File: src/rtl/fifo_wptr_full.sv
// fifo_wptr_full -- write-side controller of an asynchronous FIFO.
//
// Owns the binary/Gray write pointers and drives the dual-clock RAM write
// port. The read pointer (Gray) is brought into wclk through a 2-flop
// synchronizer, and full / almost-full / level / sticky overflow are
// produced in the write domain.
//
// Ports:
//   wclk          write-domain clock
//   wrst          synchronous reset, active-high
//   winc          write request (data presented to the RAM this cycle)
//   rptr_gray     read pointer, Gray coded, asynchronous to wclk
//   waddr         RAM write address (low ADDSIZE bits of the binary pointer)
//   wclken        RAM write enable, combinational
//   wfull         FIFO full, registered
//   wptr_gray     write pointer, Gray coded, registered
//   walmost_full  level >= DEPTH-AF_THRESH, registered
//   wlevel        pessimistic fill level 0..DEPTH, registered
//   woverflow     sticky: a write was attempted while full
module fifo_wptr_full #(
  parameter int unsigned ADDSIZE   = 8,
  parameter int unsigned AF_THRESH = 4
) (
  input  logic               wclk,
  input  logic               wrst,
  input  logic               winc,
  input  logic [ADDSIZE:0]   rptr_gray,
  output logic [ADDSIZE-1:0] waddr,
  output logic               wclken,
  output logic               wfull,
  output logic [ADDSIZE:0]   wptr_gray,
  output logic               walmost_full,
  output logic [ADDSIZE:0]   wlevel,
  output logic               woverflow
);

  localparam logic [ADDSIZE:0] AF_LEVEL = (ADDSIZE+1)'((1 << ADDSIZE) - AF_THRESH);

  logic [ADDSIZE:0] wbin_q, wbin_d;
  logic [ADDSIZE:0] wgray_q, wgray_d;
  logic [ADDSIZE:0] rq1_q, rq1_d;
  logic [ADDSIZE:0] rq2_q, rq2_d;
  logic             wfull_q, wfull_d;
  logic             walmost_full_q, walmost_full_d;
  logic [ADDSIZE:0] wlevel_q, wlevel_d;
  logic             woverflow_q, woverflow_d;

  logic             wen;
  logic [ADDSIZE:0] rbin;

  always_comb begin
    wen  = winc & ~wfull_q & ~wrst;
    rbin = '0;
    // Gray-to-binary: each binary bit is the XOR of all Gray bits at or above it.
    for (int unsigned i = 0; i <= ADDSIZE; i++) begin
      rbin[i] = ^(rq2_q >> i);
    end

    rq1_d   = rptr_gray;
    rq2_d   = rq1_q;
    wbin_d  = wbin_q + {{ADDSIZE{1'b0}}, wen};
    wgray_d = (wbin_d >> 1) ^ wbin_d;

    // Full is evaluated on the next pointer so it asserts on the filling write.
    wfull_d        = (wgray_d == {~rq2_q[ADDSIZE:ADDSIZE-1], rq2_q[ADDSIZE-2:0]});
    wlevel_d       = wbin_d - rbin;
    walmost_full_d = (wlevel_d >= AF_LEVEL);
    woverflow_d    = woverflow_q | (winc & wfull_q);
  end

  always_ff @(posedge wclk) begin
    if (wrst) begin
      wbin_q         <= '0;
      wgray_q        <= '0;
      rq1_q          <= '0;
      rq2_q          <= '0;
      wfull_q        <= 1'b0;
      walmost_full_q <= 1'b0;
      wlevel_q       <= '0;
      woverflow_q    <= 1'b0;
    end else begin
      wbin_q         <= wbin_d;
      wgray_q        <= wgray_d;
      rq1_q          <= rq1_d;
      rq2_q          <= rq2_d;
      wfull_q        <= wfull_d;
      walmost_full_q <= walmost_full_d;
      wlevel_q       <= wlevel_d;
      woverflow_q    <= woverflow_d;
    end
  end

  assign waddr        = wbin_q[ADDSIZE-1:0];
  assign wclken       = wen;
  assign wfull        = wfull_q;
  assign wptr_gray    = wgray_q;
  assign walmost_full = walmost_full_q;
  assign wlevel       = wlevel_q;
  assign woverflow    = woverflow_q;

endmodule
File: config.mk
export PLATFORM = sky130hd
export DESIGN_NAME = fifo_wptr_full
export DESIGN_NICKNAME = d
export VERILOG_FILES = /design/src/rtl/fifo_wptr_full.sv
export SDC_FILE = /design/constraint.sdc
export NUM_CORES = 1
export LEC_CHECK = 0
export BUFFER_PORTS_ARGS = -buffer_cell sky130_fd_sc_hd__buf_2
export CORE_ASPECT_RATIO = 0.8
export CORE_MARGIN = 8
export CORE_UTILIZATION = 50
export CTS_BUF_LIST = sky130_fd_sc_hd__clkbuf_4
export DETAILED_ROUTE_END_ITERATION = 10
export PLACE_DENSITY_LB_ADDON = 0.05
export SKIP_LAST_GASP = 1
export SLEW_MARGIN = 20
export SYNTH_ARGS = -nofsm -noshare
export SYNTH_HDL_FRONTEND = slang
export SYNTH_SLANG_ARGS = --single-unit
File: constraint.sdc
create_clock -name wclk -period 9.9 [get_ports wclk]
set_clock_uncertainty 0.2 [all_clocks]
set_input_delay 0.495 -clock wclk [delete_from_list [all_inputs] [get_ports wclk]]
set_output_delay 0.495 -clock wclk [all_outputs]
set_load 0.02 [all_outputs]
==> reports/results.ini, run 1 <==
[route]
routed_wl_um = 4250
vias = 1665
ant_nets = 0
wl_per_cell_um = 12.7
drtIter0Drc = 67
drc = 0
firstDrtPassIters = 4
viasPerCell = 4.97

[clock_tree]
cts_inserted_buffers = 5
ctsResizeCount = 0
cts_tree = built
postCtsSetupBuffers = 0
htreeDepth = 2
clkLatencyLatePin_ns = 0.35
path_clk_slew_ns = 0.13
cts_buffer_depth = 2
hold_buffers = 0
cts_sinks = 47
cts_root_buf = clkbuf_4

[timing]
setup_viol = 0
tns_ns = 0
rsz0062_at_grt = no
slew_headroom_pct = 37.1
max_freq_mhz = 232
post-route-min-period_ns = 4.32
finalHoldViolCount = 0
tightest_slew_ns = 0.941
slew_violations = 0
timing.final.crit_share_pct = 43.6

[global_route]
grt_pass1_vias = 1614
antenna_found_initial = 0
track_usage_pct = 12.5
grt_max_degree = 50
grt_overflow_total = 0
grt_pass1_wl_um = 7290

[floorplanning]
io-pin-count = 42
dieArea_sq_mm = 0.00692
die_height_um = 76.0
fp-row-count = 21
initial_core_util_pct = 52.9
fp.dieW_um = 91.0
fp.coreArea_sq_mm = 0.00426

[power]
power_frac_seq_pct = 50.4
internal_power_uw = 281
clkPwrFrac_pct = 20.9
leakage_uw = 0.00118
sw_frac_of_total_pct = 32.0
power_density_mw_per_mm2 = 161
max-vdd-ir-drop_mv = 0.0844
power_switching_uw = 132
power_frac_comb_pct = 28.8
total_power_uw = 413

[worst_setup_path]
cp_max_fo = 5
crit_required_ns = 9.97
worstReg2RegStart = rq2_q[7]
end_kind = register
path_class = reg2reg
startpoint = rq2_q[7]
r2r_cells = 14
cpPeakStageDelay_ns = 0.54
cp-endpoint = walmost_full
crit_path_start_kind = register
crit_top_cell = xnor2_1
arrival_ns = 4.39
reg2reg_slack_ns = 5.58
crit_path_cell_trace = xor3_2 -> xnor2_2 -> xnor2_1 -> xor2_1 -> xnor2_1 -> ha_1 -> nor2b_1 -> nor3b_1 -> and4b_1 -> a211o_1 -> mux2_2 -> a211oi_2 -> o21ai_1 -> o41ai_2
r2r_end = walmost_full
cp.depth = 14
cpLargestDelayFamily = XOR/XNOR gates
slowest_stage = xor3_2
crit_buf_inv = 0

[final_layout]
nets = 300
area_growth_syn_to_layout_pct = 14.2
fillers = 414
layout-drive-gt1-share_pct = 21.6
antennaDiodeCount = 0

[yosys]
yosysSeqAreaShare_pct = 41.8
synth_edf_count = 0
syn_area_sq_mm = 0.00225
synth_nets = 258
yosysWarnings = 0
yosysUniqueCellTypes = 42
syn_area_per_cell_sq_um = 9.57
synthFlopType = dfxtp_1
ys_ff_latch = 47
synthArstFlopShare_pct = 0
syn-instance-count = 235

[run]
drv_cap = 0

[worst_hold_path]
min_path_type = in2reg

[run_status]
status = completed

[placed_design]
routabilityCongestion = 0.831
numPortBuffers = 41
dp.final_hpwl_um = 3240

stage by stage:
stage          std cells  area (sq um)  util (%)  hold slack, ns  worst slack (ns)
2_1_floorplan        235          2250         -           0.214              5.45
3_3_place_gp         327          2510      58.9           0.219              5.40
3_5_place_dp         327          2510      58.9           0.220              5.24
4_1_cts              335          2560      60.2           0.120              5.58
5_1_grt              335          2570      60.4           0.115              5.26
6_report             335          2570      60.4           0.134              5.58
synthesized netlist by cell type, types with 2 or more instances:
master | n | area [sq um]
dfxtp_1 | 47 | 941
nor2_1 | 35 | 131
xnor2_1 | 27 | 236
nor2b_1 | 20 | 125
nand2_1 | 14 | 52.6
xor2_1 | 11 | 96.3
ha_1 | 10 | 125
inv_1 | 10 | 37.5
nand3_1 | 7 | 35.0
clkbuf_1 | 6 | 22.5
a21oi_1 | 5 | 25.0
nor4_1 | 4 | 25.0
nor3b_1 | 3 | 22.5
a21o_1 | 2 | 15.0
and3_1 | 2 | 12.5
mux2_2 | 2 | 22.5
mux2i_1 | 2 | 20.0
nor3_1 | 2 | 10.0
o21ai_1 | 2 | 10.0
or4_1 | 2 | 15.0
flip-flops by register name, indices dropped and copies added, names as in the netlist:
| register | count |
|---|---|
| wptr_gray | 8 |
| walmost_full | 1 |
| rq1_q | 9 |
| wbin_q | 9 |
| rq2_q | 9 |
| wfull | 1 |
| wlevel | 9 |
| woverflow | 1 |
kinds of logic after synthesis:
| kind of cell | share of synthesized area (%) |
|---|---|
| multiplexers | 1.89 |
| flip-flops | 41.8 |
| XOR/XNOR | 18.9 |
| adder cells (fa/ha/maj) | 6.90 |
| AND/OR/NAND/NOR | 20.1 |
| AO/OA/AOI/OAI | 7.56 |
| buffers and inverters | 2.84 |
worst min path at each step:
stage / startpoint / to / slack [ns] / depth (start not counted)
finish: rptr_gray[4] / rq1_q[4] / 0.13 / 2
global route: rptr_gray[8] / rq1_q[8] / 0.11 / 2
CTS: rptr_gray[5] / rq1_q[5] / 0.12 / 2
detailed placement: rq1_q[2] / rq2_q[2] / 0.22 / 1
global placement: rq1_q[3] / rq2_q[3] / 0.22 / 1
floorplan: rq1_q[0] / rq2_q[0] / 0.21 / 1
cell type report:
| class | instances | area (sq um) | area share (%) |
|---|---|---|---|
| clock inverter | 3 | 17.5 | 0.682 |
| tap | 57 | 71.3 | 2.78 |
| clock buffer | 5 | 37.5 | 1.46 |
| inverter | 10 | 37.5 | 1.46 |
| multi-input combinational | 171 | 1250 | 48.7 |
| sequential | 47 | 941 | 36.6 |
| timing repair buffer | 42 | 213 | 8.28 |
layout by cell type, fill, tap and decap left out, types with 3 or more instances in the layout:
master	instances
dfxtp_1	47
buf_2	41
nor2_1	35
xnor2_1	26
nor2b_1	20
nand2_1	14
xor2_1	11
inv_1	10
ha_1	10
nand3_1	7
a21oi_1	5
clkbuf_4	5
nor4_1	4
nor3b_1	3
per-layer routing:
metal  vias up  global-route usage (%)  wire length, um
met3         8                    4.33              224
li1        860                       -                -
met2        43                    19.0             1870
met5         -                       0                0
met4         0                    4.73               56
met1       754                    15.9             2100
power by group through the flow:
stage	clock network [uW]	registers [uW]	logic, uW
2_1_floorplan	0	227	77.3
5_1_grt	98.8	210	132
3_3_place_gp	0	212	119
6_report	86.2	208	119
4_1_cts	89.2	208	120
3_5_place_dp	0	213	120
No activity file was read; power rests on OpenSTA's default activity.
==> run 2: changes to the inputs <==
clock period = 3.8 ns   (was 9.9 ns; I/O delays follow)
==> reports/results.ini, run 2 (synthesis gave the netlist of run 1 again) <==
[worst_hold_path]
min-delay-start = wrst
min_path_cells = 3
min_path_type = in2reg
min_to = wlevel[0]

[worst_setup_path]
cpPeakStageDelay_ns = 0.50
cp_max_fo = 3
reg2reg_slack_ns = 0.01
path_class = reg2reg
slowest_stage = or4_4
crit_path_cell_trace = xor3_2 -> xnor2_4 -> xnor2_2 -> xor2_2 -> xnor2_1 -> ha_2 -> fa_2 -> nor2_2 -> maj3_2 -> a21oi_4 -> xor2_1 -> or4_4 -> o41ai_2
r2r_end = walmost_full
crit_required_ns = 3.87
crit_path_start_kind = register
arrival_ns = 3.86
r2r_cells = 13
worstReg2RegStart = rq2_q[8]
cpLargestDelayFamily = XOR/XNOR gates
crit_buf_inv = 0
end_kind = register

[run]
drv_cap = 0

[global_route]
grt_max_degree = 49
track_usage_pct = 14.0
grt_overflow_total = 0
grt_pass1_wl_um = 8130
antenna_found_initial = 0
grt_pass1_vias = 1775

[placed_design]
routabilityCongestion = 0.834
dp.final_hpwl_um = 3400
numPortBuffers = 41
place_area_sq_mm = 0.00260

[floorplanning]
fp.dieW_um = 91.0
fp.coreArea_sq_mm = 0.00426
die_height_um = 76.0
initial_core_util_pct = 52.9
dieArea_sq_mm = 0.00692
io-pin-count = 42
fp-row-count = 21

[timing]
rsz0062_at_grt = yes
finalHoldViolCount = 0
max_freq_mhz = 264
timing.final.crit_share_pct = 99.6
setup_viol = 0
tightest_slew_ns = 0.664
slew_headroom_pct = 55.4
slew_violations = 0
tns_ns = 0
post-route-min-period_ns = 3.79

[final_layout]
design_area_sq_mm = 0.00287
regArea_sq_um = 943
area_growth_syn_to_layout_pct = 27.7
layout_common_cells = 45 x dfxtp_1, 41 x buf_2, 34 x nor2_1
layout-drive-gt1-share_pct = 29.9
mostFrequentLayoutCell = dfxtp_1
antennaDiodeCount = 0
multi_input_area_sq_mm = 0.00133
nets = 326
fillers = 358

[clock_tree]
cts_sinks = 47
clkLatencyLatePin_ns = 0.36
cts_tree = built
cts_inserted_buffers = 5
cts_root_buf = clkbuf_4
htreeDepth = 2
cts_buffer_depth = 2
path_clk_slew_ns = 0.14

[route]
drtIter0Drc = 65
drc = 0
viasPerCell = 4.86
vias = 1756
firstDrtPassIters = 4
routed_wl_um = 4800
ant_nets = 0
wl_per_cell_um = 13.3

[run_status]
status = completed

[power]
power_density_mw_per_mm2 = 414
leakage_uw = 0.00132
max-vdd-ir-drop_mv = 0.278

-- run 2: cell count changes in the layout (fill, tap and decap cells not counted), sizes merged --
| cell | previous run | this run |
|---|---|---|
| inv | 11 | 10 |
| buf | 42 | 58 |
| dlygate4sd3 | 0 | 10 |
| clkbuf | 5 | 6 |
-- run 2: power breakdown --
part,switching [uW],total (uW),internal [uW]
Sequential,11.5,542,530
Combinational,213,409,196
Clock,155,238,82.2
Total,380,1190,809
-- run 2: timing repair --
item	CTS	global route
pin swaps	14	8
hold buffers	10	0
endpoints found under the hold margin	10	0
setup buffers	7	1
resized for setup	7	7
setup endpoints to repair	1	3
-- run 2: per-layer routing --
layer | up-vias | GRT usage [%] | wire length [um]
met4 | 0 | 4.89 | 63
met1 | 805 | 16.8 | 2220
li1 | 911 | - | -
met3 | 7 | 4.63 | 247
met5 | - | 0 | 0
met2 | 33 | 22.9 | 2270
-- run 2: cell type report --
class,instances,area share (%)
tap,57,2.48
timing repair buffer,68,15.1
clock inverter,2,0.610
multi-input combinational,171,46.1
inverter,10,1.31
sequential,47,32.8
clock buffer,6,1.57
-- run 2: per-stage QoR --
stage          util (%)  power, uW  worst slack, ns  hold WS (ns)  cells
2_1_floorplan         -        801           0.0137         0.118    235
3_3_place_gp       61.0        887           0.0831         0.197    335
3_5_place_dp       61.0        889          -0.0278         0.202    335
4_1_cts            66.5       1180           0.0133         0.176    360
5_1_grt            67.5       1260           -0.164         0.195    361
6_report           67.5       1190           0.0150         0.185    361
-- run 2: worst min-delay path, stage by stage --
cell,delay [ns]
buf_2,0.12
buf_4,0.28
nor2_1,0.13
-- run 2: worst max-delay path by stage --
stage                   from           end  cells past startpoint
floorplan           rq2_q[8]  walmost_full                     13
global placement    rq2_q[8]  walmost_full                     13
detailed placement  rq2_q[8]  walmost_full                     14
CTS                 rq2_q[7]  walmost_full                     13
global route        rq2_q[8]  walmost_full                     13
finish              rq2_q[8]  walmost_full                     13
